`config.mk`:
```
export PLATFORM = sky130hd
export DESIGN_NAME = demux_rr_distributor
export DESIGN_NICKNAME = d
export VERILOG_FILES = /design/src/rtl/demux_pkg.sv /design/src/rtl/rr_sel_counter.sv /design/src/rtl/demux_rr_distributor.sv
export SDC_FILE = /design/constraint.sdc
export NUM_CORES = 1
export LEC_CHECK = 0
export ABC_AREA = 0
export CORE_UTILIZATION = 51
export CTS_BUF_LIST = sky130_fd_sc_hd__clkbuf_2
export DETAILED_ROUTE_END_ITERATION = 8
export GPL_TIMING_DRIVEN = 0
export MAX_ROUTING_LAYER = met4
export PLACE_DENSITY = 0.81
export SETUP_SLACK_MARGIN = 0.3
export SYNTH_ARGS = -nofsm -noshare
export SYNTH_HDL_FRONTEND = slang
export SYNTH_SLANG_ARGS = --single-unit
```
`constraint.sdc`:
```
create_clock -name clk -period 2.3 [get_ports clk]
set_clock_uncertainty 0.15 [all_clocks]
set_input_delay 0.23 -clock clk [delete_from_list [all_inputs] [get_ports clk]]
set_output_delay 0.23 -clock clk [all_outputs]
set_load 0.01 [all_outputs]
```
`src/rtl/demux_pkg.sv`:
```
// Shared types and constants for the round-robin serial-to-parallel distributor.
package demux_pkg;

    // Width of the wrapping consumed-frame counter.
    localparam int FRAMES_W = 8;

    // Distributor FSM states; the encoding is visible on the debug state port.
    typedef enum logic [1:0] {
        IDLE = 2'd0,
        FILL = 2'd1,
        HOLD = 2'd2
    } dstate_t;

endpackage

```
`src/rtl/rr_sel_counter.sv`:
```
// Modulo-N round-robin select counter with synchronous clear.
// wrap flags the increment that takes the count from N-1 back to 0.
module rr_sel_counter #(
    parameter int N     = 8,
    parameter int SEL_W = $clog2(N)
) (
    input  logic             clk,
    input  logic             rst_n,
    input  logic             clr,
    input  logic             inc,
    output logic [SEL_W-1:0] sel,
    output logic             wrap
);

    localparam logic [SEL_W-1:0] LAST = SEL_W'(N - 1);

    logic [SEL_W-1:0] sel_q;
    logic [SEL_W-1:0] sel_d;

    assign wrap = inc && (sel_q == LAST);
    assign sel  = sel_q;

    // Next count: clear wins, otherwise step and wrap at N-1 so values >= N never occur.
    always_comb begin
        sel_d = sel_q;
        if (clr) begin
            sel_d = '0;
        end else if (inc) begin
            sel_d = wrap ? '0 : sel_q + 1'b1;
        end
    end

    // Count register.
    always_ff @(posedge clk or negedge rst_n) begin
        if (!rst_n) begin
            sel_q <= '0;
        end else begin
            sel_q <= sel_d;
        end
    end

endmodule

```
`src/rtl/demux_rr_distributor.sv`:
```
// Round-robin serial-to-parallel distributor.
// Handshakes: a beat moves when d_valid & d_ready on a rising edge; a frame moves
// when out_valid & out_ready on a rising edge. d_ready only depends on the FSM
// state and en; out_valid is registered. A producer seeing d_ready low must hold
// its beat, and the frame in y is frozen while out_valid waits for out_ready.
module demux_rr_distributor
    import demux_pkg::*;
#(
    parameter int N     = 8,
    parameter int SEL_W = $clog2(N)
) (
    input  logic                clk,
    input  logic                rst_n,
    input  logic                en,
    input  logic                d_in,
    input  logic                d_valid,
    output logic                d_ready,
    output logic [SEL_W-1:0]    sel,
    output logic [N-1:0]        y,
    output logic                out_valid,
    input  logic                out_ready,
    output logic [FRAMES_W-1:0] frames,
    output logic [1:0]          dbg_state
);

    dstate_t             state_q;
    logic [N-1:0]        y_q;
    logic                out_valid_q;
    logic [FRAMES_W-1:0] frames_q;

    logic         fill_st;
    logic         accept;
    logic         cnt_clr;
    logic         wrap;
    logic [N-1:0] y_upd;

    assign fill_st = (state_q == FILL);
    assign d_ready = fill_st & en;
    assign accept  = d_ready & d_valid;
    // Dropping en mid-fill discards the partial frame, so the select restarts at 0.
    assign cnt_clr = fill_st & ~en;

    rr_sel_counter #(
        .N     (N),
        .SEL_W (SEL_W)
    ) u_sel_cnt (
        .clk   (clk),
        .rst_n (rst_n),
        .clr   (cnt_clr),
        .inc   (accept),
        .sel   (sel),
        .wrap  (wrap)
    );

    // Frame register with the current beat written into the slot named by sel.
    always_comb begin
        y_upd = y_q;
        for (int k = 0; k < N; k++) begin
            if (sel == SEL_W'(k)) begin
                y_upd[k] = d_in;
            end
        end
    end

    // Distributor FSM: fill frame bits, hold the completed frame, count consumed frames.
    always_ff @(posedge clk or negedge rst_n) begin
        if (!rst_n) begin
            state_q     <= IDLE;
            y_q         <= '0;
            out_valid_q <= 1'b0;
            frames_q    <= '0;
        end else begin
            case (state_q)
                IDLE: begin
                    if (en) begin
                        state_q <= FILL;
                    end
                end
                FILL: begin
                    if (!en) begin
                        state_q <= IDLE;
                        y_q     <= '0;
                    end else if (d_valid) begin
                        y_q <= y_upd;
                        if (wrap) begin
                            state_q     <= HOLD;
                            out_valid_q <= 1'b1;
                        end
                    end
                end
                HOLD: begin
                    // en is ignored here so a finished frame is always delivered.
                    if (out_ready) begin
                        frames_q    <= frames_q + 1'b1;
                        y_q         <= '0;
                        out_valid_q <= 1'b0;
                        state_q     <= en ? FILL : IDLE;
                    end
                end
                default: begin
                    state_q <= IDLE;
                end
            endcase
        end
    end

    assign y         = y_q;
    assign out_valid = out_valid_q;
    assign frames    = frames_q;
    assign dbg_state = state_q;

endmodule
```
# Yosys cells after proc, flatten, opt, wreduce, memory -nomap -nowiden

Index checks and enable logic that the tools add are counted.

Output and inout port bits: 23
Bits of input ports: 6
Bits in registers: 22

Mux-type cells: 27
Reductions and logical operators: 16
Add/sub/neg operators: 2
Bitwise operators: 4
Eq/ne operators: 24

Operator list:

| cell                                                                    | count |
|---|---|
| 4-bit AND reduction                                                     | 9 |
| 3-bit by 2-bit inequality test with 1-bit output, second input constant | 9 |
| 8-bit 2-to-1 mux                                                        | 3 |
| 8-bit case mux with 2 select lines                                      | 1 |
| 1-bit 2-to-1 mux                                                        | 13 |
| 3-bit equality test, second input constant                              | 4 |
| 2-bit 2-to-1 mux                                                        | 5 |
| 3-bit 2-to-1 mux                                                        | 3 |
| 8-bit by 1-bit adder with 8-bit output, second input constant           | 1 |
| 2-bit inequality test, second input constant                            | 4 |
| 3-bit by 2-bit equality test with 1-bit output, second input constant   | 2 |
| 2-bit case mux with 3 select lines                                      | 1 |
| 5-bit AND reduction                                                     | 1 |
| 2-bit nonzero test                                                      | 2 |
| 3-bit by 1-bit adder with 3-bit output, second input constant           | 1 |
| 1-bit bitwise AND                                                       | 3 |
| 3-bit by 1-bit equality test with 1-bit output, second input constant   | 1 |
| 3-bit logical NOT                                                       | 1 |
| 3-bit inequality test, second input constant                            | 1 |
| 2-bit by 1-bit equality test with 1-bit output, second input constant   | 1 |
| 2-bit equality test, second input constant                              | 1 |
| 2-bit logical NOT                                                       | 1 |
| 2-bit by 1-bit inequality test with 1-bit output, second input constant | 1 |
| 1-bit case mux with 2 select lines                                      | 1 |
| 3 further kinds                                                         | 3 |

# Logic depth before layout (Yosys ltp)

Gate-level depths: netlist of run 1.

Depth after elaboration: 8
Gate-level depth with buffers: 7
Mapped depth without buffers: 5

# Cells and area by module

Synthesis of run 1 repeated with hierarchy kept, for this count alone.

Cell total of the unflattened synthesis: 111
Area total of the unflattened synthesis: 1219.9 um^2

Modules (own cells, without submodules):

| module               | area an instance (um^2) | times used | cells each |
|---|---|---|---|
| demux_rr_distributor | 1059.8                  | 1          | 97 |
| rr_sel_counter       | 160.2                   | 1          | 14 |

# Worst setup path after synthesis of run 1

OpenSTA, ideal clock, no wires.

Kind: register to register
From: reg u_sel_cnt.sel_q[0], in the netlist u_sel_cnt.sel[0]
To: reg y_q[7], in the netlist y[7]
Setup time: 0.127 ns
Arrival time: 1.514 ns
Path slack: 0.509 ns
Clock period less this slack: 1.791 ns
Path buffers: 0
Stages on the path, launching flop included: 6
Path through: dfrtp_1 -> ha_1 -> ha_1 -> nand3b_1 -> nand4_1 -> mux2_1

Word-level cells in the longest chain between the ends: 3

Ends and longest elaborated chain:

| what                                                              | line                       | text |
|---|---|---|
| start, declared                                                   | rr_sel_counter.sv:17       | `logic [SEL_W-1:0] sel_q;` |
| start signal, assigned                                            | rr_sel_counter.sv:38       | `sel_q <= sel_d;` |
| 3-bit equality test                                               | demux_rr_distributor.sv:59 | `if (sel == SEL_W'(k)) begin` |
| 3-bit by 2-bit inequality test with 1-bit output (no source line) | -                          |  |
| 4-bit AND reduction (no source line)                              | -                          |  |
| end signal, assigned                                              | demux_rr_distributor.sv:84 | `y_q <= y_upd;` |
| end, declared                                                     | demux_rr_distributor.sv:27 | `logic [N-1:0] y_q;` |

No other way between the ends.
A chain may end at the register's enable or synchronous reset.

# Final worst setup path of run 1

From: reg state_q[1], in the netlist dbg_state[1]
To: out d_ready

Word-level cells in the longest chain between the ends: 2

Ends and longest elaborated chain:

| what                                           | line                       | text |
|---|---|---|
| start, declared                                | demux_rr_distributor.sv:26 | `dstate_t state_q;` |
| start signal, assigned                         | demux_rr_distributor.sv:97 | `state_q <= en ? FILL : IDLE;` |
| 2-bit by 1-bit equality test with 1-bit output | demux_rr_distributor.sv:37 | `assign fill_st = (state_q == FILL);` |
| 1-bit bitwise AND                              | demux_rr_distributor.sv:38 | `assign d_ready = fill_st & en;` |
| end, declared                                  | demux_rr_distributor.sv:17 | `output logic d_ready,` |

No other way between the ends.

==> flow_metrics.env, run 1 <==
export IMPL_die_height_um=52.20
export IMPL_final_antenna_net_count=0
export IMPL_floorplan_initialDensity_pct=55.94
export IMPL_cts_tree="yes"
export IMPL_finalSetupTns_ns=0
export IMPL_finalWeightedCongestion=0.8013
export IMPL_fmax_mhz=516.3
export IMPL_final_layout_worst_hold_slack_ns=0.2746
export IMPL_largest_net_degree_at_the_start_of_global_routing=23
export IMPL_ys_warnings_count=0
export IMPL_cts_sink_count=22
export IMPL_antenna_violations_before_repair=0
export IMPL_syn_cell_area_um2=1285
export IMPL_worstSetupStartpointType="flop"
export IMPL_worstPathRequired_ns=1.92
export IMPL_core_area_um2=2297
export IMPL_critical_path_depth=6
export IMPL_routed_wire_length_per_instance_um=14.60
export IMPL_worst_r2r_startpoint="dbg_state[0]"
export IMPL_crit_arrival_ns=1.56
export IMPL_power_density_nw_per_um2=1086
export IMPL_area_growth_pct=31.45
export IMPL_root_buffer="clkbuf_2"
export IMPL_place_port_buffers=28
export IMPL_grt_pass1_wl_um=4360
export IMPL_cts_clk_slew_worst_paths_ns=0.22
export IMPL_yosysUniqueCellTypes=34
export IMPL_crit_family="buffers and inverters"
export IMPL_status="finished clean"
export IMPL_dpl_wire_length_um=1916
export IMPL_total_routing_usage_reported_by_global_routing_pct=22.24
export IMPL_critPathMaxStageDelay_ns=0.41
export IMPL_setup_viol_count_final=0
export IMPL_worstSetupStartpoint="dbg_state[1]"
export IMPL_slowest_stage="dfrtp_1"
export IMPL_antenna_diode_count=0
export IMPL_power_ir_vdd_worst_uv=882.2
export IMPL_rsz_0062_raised_after_global_routing="true"
export IMPL_slew_violations=0
export IMPL_static_leakage_power_nw=0.8030
export IMPL_crit_path_end_kind="output port"
export IMPL_final_period_utilization_pct=84.22
export IMPL_layout_drive_gt1_share_pct=15.03
export IMPL_synth_seq_cells=22
export IMPL_nNetsFinal=171
export IMPL_syn_inst=117
export IMPL_synth_seq_area_share_pct=42.84
export IMPL_first_global_vias=964
export IMPL_placed_cell_area_um2=1600
export IMPL_detailedRoute_firstIterationViolations=22
export IMPL_postCtsHoldBufs=0
export IMPL_mappedNetlistNets=134
export IMPL_max_slew_worst_pin_slew_ns=0.9920
export IMPL_die_w_um=52.20
export IMPL_period_minus_slack_ns=1.937
export IMPL_dr_total_vias=1010
export IMPL_drtPass1Iterations=4
export IMPL_report_power_total_mw=1.835
export IMPL_worst_setup_path_endpoint="d_ready"
export IMPL_r2r_slack_ns=0.38
export IMPL_ctsHtreeMaxLevel=1
export IMPL_min_delay_path_class="in2async"
export IMPL_drc_errors=0
export IMPL_criticalPathCategory="reg2out"
export IMPL_cap_viol_max_count=0
export IMPL_viasPerCell=5.580
export IMPL_final_hold_violations=0
export IMPL_timing_critical_path_fanout_max=8
export IMPL_r2r_cells=8
export IMPL_relSlewSlack_pct=33.66
export IMPL_detail_route_wirelength_um=2642
export IMPL_cp_buffers_inverters=4
export IMPL_ctsLongestPathBuffers=2
export IMPL_cts_buffers_inserted=3
export IMPL_mostFrequentLayoutCell="clkdlybuf4s50_1"
export IMPL_top_level_ports=29
export IMPL_clk_insertion_delay_late_ns=0.31
export IMPL_layout_cells_most_common_list="27 x clkdlybuf4s50_1, 22 x dfrtp_1, 11 x ha_1"
export IMPL_r2r_end="y[6]"
export IMPL_layout_cell_area_non_filler_um2=1689
export IMPL_row_count=17
export IMPL_path_cells="inv_1 > ha_1 > buf_6 > nand2_4 > inv_1 > dlygate4sd2_1"
export IMPL_critPathMostFrequentCell="inv_1"
export IMPL_overflow=0
export IMPL_design_die_area_um2=2724
export IMPL_synth_area_per_cell_um2=10.98
## repair_timing
item / in CTS / in global routing
cloned: 0 / 1
setup endpoints to repair: 1 / 6
resized for setup: 4 / 7
setup buffers: 2 / 1
hold endpoints to repair: 0 / 0
## power breakdown
part           switching [mW]  internal (mW)
registers              0.0911          0.498
logic                   0.508          0.583
clock network           0.117         0.0379
## state kept, by name (all words and copies together), names as in the netlist
name and cells:
dbg_state 2, frames 8, out_valid 1, u_sel_cnt.sel 3, y 8
## through the flow
stage,cells,setup WS [ns],util [%]
global route,181,0.2866,73.53
finish,181,0.3630,73.53
floorplan,117,0.5087,-
global placement,173,0.3460,69.66
detailed placement,173,0.3225,69.66
CTS,179,0.3140,71.57
## worst register-to-register path, stage by stage (launching register included)
cell and delay [ns]:
dfrtp_1 0.41, buf_4 0.14, inv_1 0.05, ha_1 0.19, clkbuf_4 0.18, nand2b_4 0.08, buf_2 0.16, o2111ai_1 0.15
mux2_1 0.33
## metal layers
metal / track usage [%] / routed length [um] / up-vias
met5: - / 0 / -
met4: 6.579 / 29 / 0
met2: 38.25 / 1332 / 27
met1: 26.94 / 1174 / 495
met3: 3.478 / 105 / 4
li1: - / - / 484
## how the worst min path moves through the flow
stage | slack [ns] | endpoint | start
global route | 0.36 | y[0] | rst_n
finish | 0.27 | y[1] | rst_n
global placement | 0.31 | frames[7] | frames[7]
floorplan | -0.22 | dbg_state[0] | rst_n
CTS | 0.30 | y[0] | rst_n
detailed placement | 0.32 | frames[7] | frames[7]
## synth_stat cells, drive strengths merged
cell | n | area (um2)
or2b | 1 | 7.510
nand4b | 1 | 8.760
nor2b | 3 | 18.77
ha | 11 | 137.6
nand2 | 6 | 25.03
buf | 5 | 33.78
nor4 | 1 | 12.51
o21ai | 3 | 15.01
nand3 | 5 | 25.02
nand2b | 2 | 12.51
mux2 | 10 | 116.4
and2 | 3 | 18.77
dfrtp | 22 | 550.5
xnor2 | 4 | 35.03
nor3 | 1 | 5.000
a21oi | 1 | 5.000
xor2 | 3 | 26.28
a21o | 1 | 7.510
o2111ai | 7 | 61.31
and3 | 1 | 6.260
nand3b | 2 | 27.53
o2bb2ai | 3 | 26.28
a22o | 1 | 8.760
a41oi | 1 | 8.760
nor2 | 6 | 22.52
inv | 10 | 37.54
nand4 | 3 | 25.02
## layout make-up
cell class	count	area [um2]
Buffer	5	42.54
Clock buffer	3	15.01
Clock inverter	1	3.754
Fill cell	164	608.1
Inverter	10	37.54
Multi-Input combinational cell	80	698.2
Sequential cell	22	550.5
Tap cell	28	35.03
Timing Repair Buffer	32	306.5
## cells by family (layout without fill, tap and decap cells)
logic type / Yosys count / after routing / synth area share [%]
AO/OA/AOI/OAI: 17 / 17 / 10.32
AND/OR/NAND/NOR: 35 / 35 / 16.75
adder cells (fa/ha/maj): 11 / 11 / 10.71
XOR/XNOR: 7 / 7 / 4.771
flip-flops: 22 / 22 / 42.84
multiplexers: 10 / 10 / 9.055
buffers and inverters: 15 / 51 / 5.550
Power figures use the tool's default switching activity.
==> run 2, diff against run 1 <==
CORE_UTILIZATION = 46   (was 51)
PLACE_DENSITY = 0.77   (was 0.81)
clock period = 1.7 ns   (was 2.3 ns; I/O delays follow)
==> run 2 against run 1 <==
  * Non-clock buffer count increased by 34
  * Power grew 110%
  * Die area up 10%
  * Sequential share of layout area down 8.3 points
  * The run now ends with hold timing, setup timing left
==> flow_metrics.env, run 2 (synthesis gave the netlist of run 1 again) <==
export IMPL_postCtsHoldBufs=0
export IMPL_dpl_wire_length_um=1946
export IMPL_first_global_vias=1203
export IMPL_swShare_pct=39.64
export IMPL_final_hold_violations=22
export IMPL_cap_viol_max_count=0
export IMPL_grt_pass1_wl_um=5906
export IMPL_mostFrequentLayoutCell="buf_4"
export IMPL_cts_clk_slew_worst_paths_ns=0.24
export IMPL_relSlewSlack_pct=27.67
export IMPL_design_die_area_um2=3009
export IMPL_power_ir_vdd_worst_uv=1459
export IMPL_power_share_sequential_pct=20.8
export IMPL_final_core_util_pct=88.84
export IMPL_largest_net_degree_at_the_start_of_global_routing=23
export IMPL_final_layout_worst_hold_slack_ns=-0.1928
export IMPL_crit_path_end_kind="flop"
export IMPL_layout_cells_most_common_list="33 x buf_4, 19 x dfrtp_1, 14 x clkdlybuf4s15_1"
export IMPL_final_antenna_net_count=0
export IMPL_setup_viol_count_final=16
export IMPL_report_power_total_mw=3.880
export IMPL_clock_power_share_pct=10.1
export IMPL_final_period_utilization_pct=109.6
export IMPL_nNetsFinal=206
export IMPL_path_cells="buf_4 > inv_2 > ha_1 > nor2b_2 > o2111ai_4 > mux2_4"
export IMPL_violations_in_the_final_reports="hold timing, setup timing"
export IMPL_detailedRoute_firstIterationViolations=21
export IMPL_slew_violations=0
export IMPL_criticalPathCategory="reg2reg"
export IMPL_place_port_buffers=28
export IMPL_floorplan_initialDensity_pct=50.05
export IMPL_timing_critical_path_fanout_max=3
export IMPL_area_growth_pct=77.51
export IMPL_critPathMaxStageDelay_ns=0.51
export IMPL_layout_drive_gt1_share_pct=53.72
export IMPL_antenna_violations_before_repair=0
export IMPL_cts_sink_count=22
export IMPL_status="finished, violations left"
export IMPL_min_delay_path_class="in2async"
export IMPL_drc_errors=0
export IMPL_drtPass1Iterations=4
export IMPL_power_share_combinational_pct=69.1
export IMPL_crit_arrival_ns=1.99
export IMPL_period_minus_slack_ns=1.863
export IMPL_ctsHtreeMaxLevel=1
export IMPL_worstPathRequired_ns=1.83
export IMPL_power_density_nw_per_um2=1701
export IMPL_fmax_mhz=536.8
export IMPL_total_switching_power_mw=1.538
export IMPL_slowest_stage="dfrtp_1"
export IMPL_die_w_um=54.86
export IMPL_top_level_ports=29
export IMPL_worstSetupStartpointType="flop"
export IMPL_clk_insertion_delay_late_ns=0.36
export IMPL_finalWeightedCongestion=0.7750
export IMPL_max_slew_worst_pin_slew_ns=1.083
export IMPL_static_leakage_power_nw=1.086
export IMPL_cellInternalPower_mw=2.342
export IMPL_cts_buffers_inserted=3
export IMPL_ctsLongestPathBuffers=2
export IMPL_routed_wire_length_per_instance_um=20.93
export IMPL_viasPerCell=5.927
export IMPL_fillCellCount=106
export IMPL_overflow=0
export IMPL_die_height_um=54.86
export IMPL_rsz_0062_raised_after_global_routing="true"
export IMPL_row_count=18
export IMPL_cts_tree="yes"
export IMPL_timing_final_ws_setup_ns=-0.1630
export IMPL_core_area_um2=2567
export IMPL_dr_total_vias=1292
export IMPL_total_routing_usage_reported_by_global_routing_pct=28.80
export IMPL_detail_route_wirelength_um=4562
export IMPL_antenna_diode_count=0
export IMPL_root_buffer="clkbuf_2"
==> run 2: cell count changes in the layout (fill, tap and decap cells not counted), moves of 7 or more <==
cell / change
buf_4: +29
buf_6: +10
clkdlybuf4s15_1: +14
clkdlybuf4s50_1: -23
mux2_1: -7
mux2_4: +8
==> run 2: path summary, 6_finish.rpt <==
check,startpoint,endpoint,slack [ns],cells past startpoint
max in group asynchronous,rst_n,dbg_state[0],0.89,1
worst max-delay path,u_sel_cnt.sel[1],y[0],-0.16,6
worst min register to register,frames[7],frames[7],0.35,1
worst max register to register,u_sel_cnt.sel[1],y[0],-0.16,6
min in group clk,frames[7],frames[7],0.35,1
worst min-delay path,rst_n,frames[2],-0.19,1
==> run 2: power groups by stage <==
stage	combinational, mW	sequential, mW	clock, mW
floorplan	0.804	0.876	0
global placement	1.33	0.816	0
detailed placement	1.37	0.833	0
CTS	2.15	0.771	0.386
global route	2.82	0.823	0.406
finish	2.68	0.807	0.390
==> run 2: worst max-delay path, delay by kind of cell, from the launching register on <==
| kind | cells | cell delay [ns] |
|---|---|---|
| muxes | 1 | 0.32 |
| buffers and inverters | 2 | 0.22 |
| adders and majority gates | 1 | 0.21 |
| and+or+nand+nor | 1 | 0.19 |
| DFF | 1 | 0.51 |
| AOI/OAI and AO/OA | 1 | 0.18 |
==> run 2: area by class of cell <==
type	count	area, um2	share of cell area (%)
Clock inverter	1	30.03	1.317
Buffer	5	56.30	2.468
Multi-Input combinational cell	81	968.4	42.46
Inverter	10	47.55	2.084
Timing Repair Buffer	66	571.8	25.07
Clock buffer	3	15.01	0.6583
Tap cell	30	37.54	1.646
Sequential cell	22	554.3	24.30
==> run 2: stage by stage <==
stage	setup TNS, ns	setup WS [ns]	cell area [um2]	instances
floorplan	-0.1699	-0.02148	1353	117
global placement	-1.559	-0.1809	1670	175
detailed placement	-1.859	-0.2248	1670	175
CTS	-0.4041	-0.05193	2086	206
global route	-2.238	-0.1912	2281	218
finish	-1.488	-0.1630	2281	218
==> run 2: per-layer routing <==
| metal | global-route usage [%] | vias to the layer above | share of wire [%] |
|---|---|---|---|
| met5 | - | - | 0 |
| met4 | 9.402 | 0 | 3.9 |
| met3 | 2.778 | 16 | 5.4 |
| met2 | 49.40 | 72 | 50 |
| met1 | 35.04 | 644 | 40 |
| li1 | - | 560 | - |
==> run 2: repair_timing <==
item	in CTS	in global routing
resized for setup	86	34
endpoints found under the setup margin	43	40
pin swaps	5	9
endpoints found under the hold margin	0	22
cloned	2	0
buffers inserted	25	12
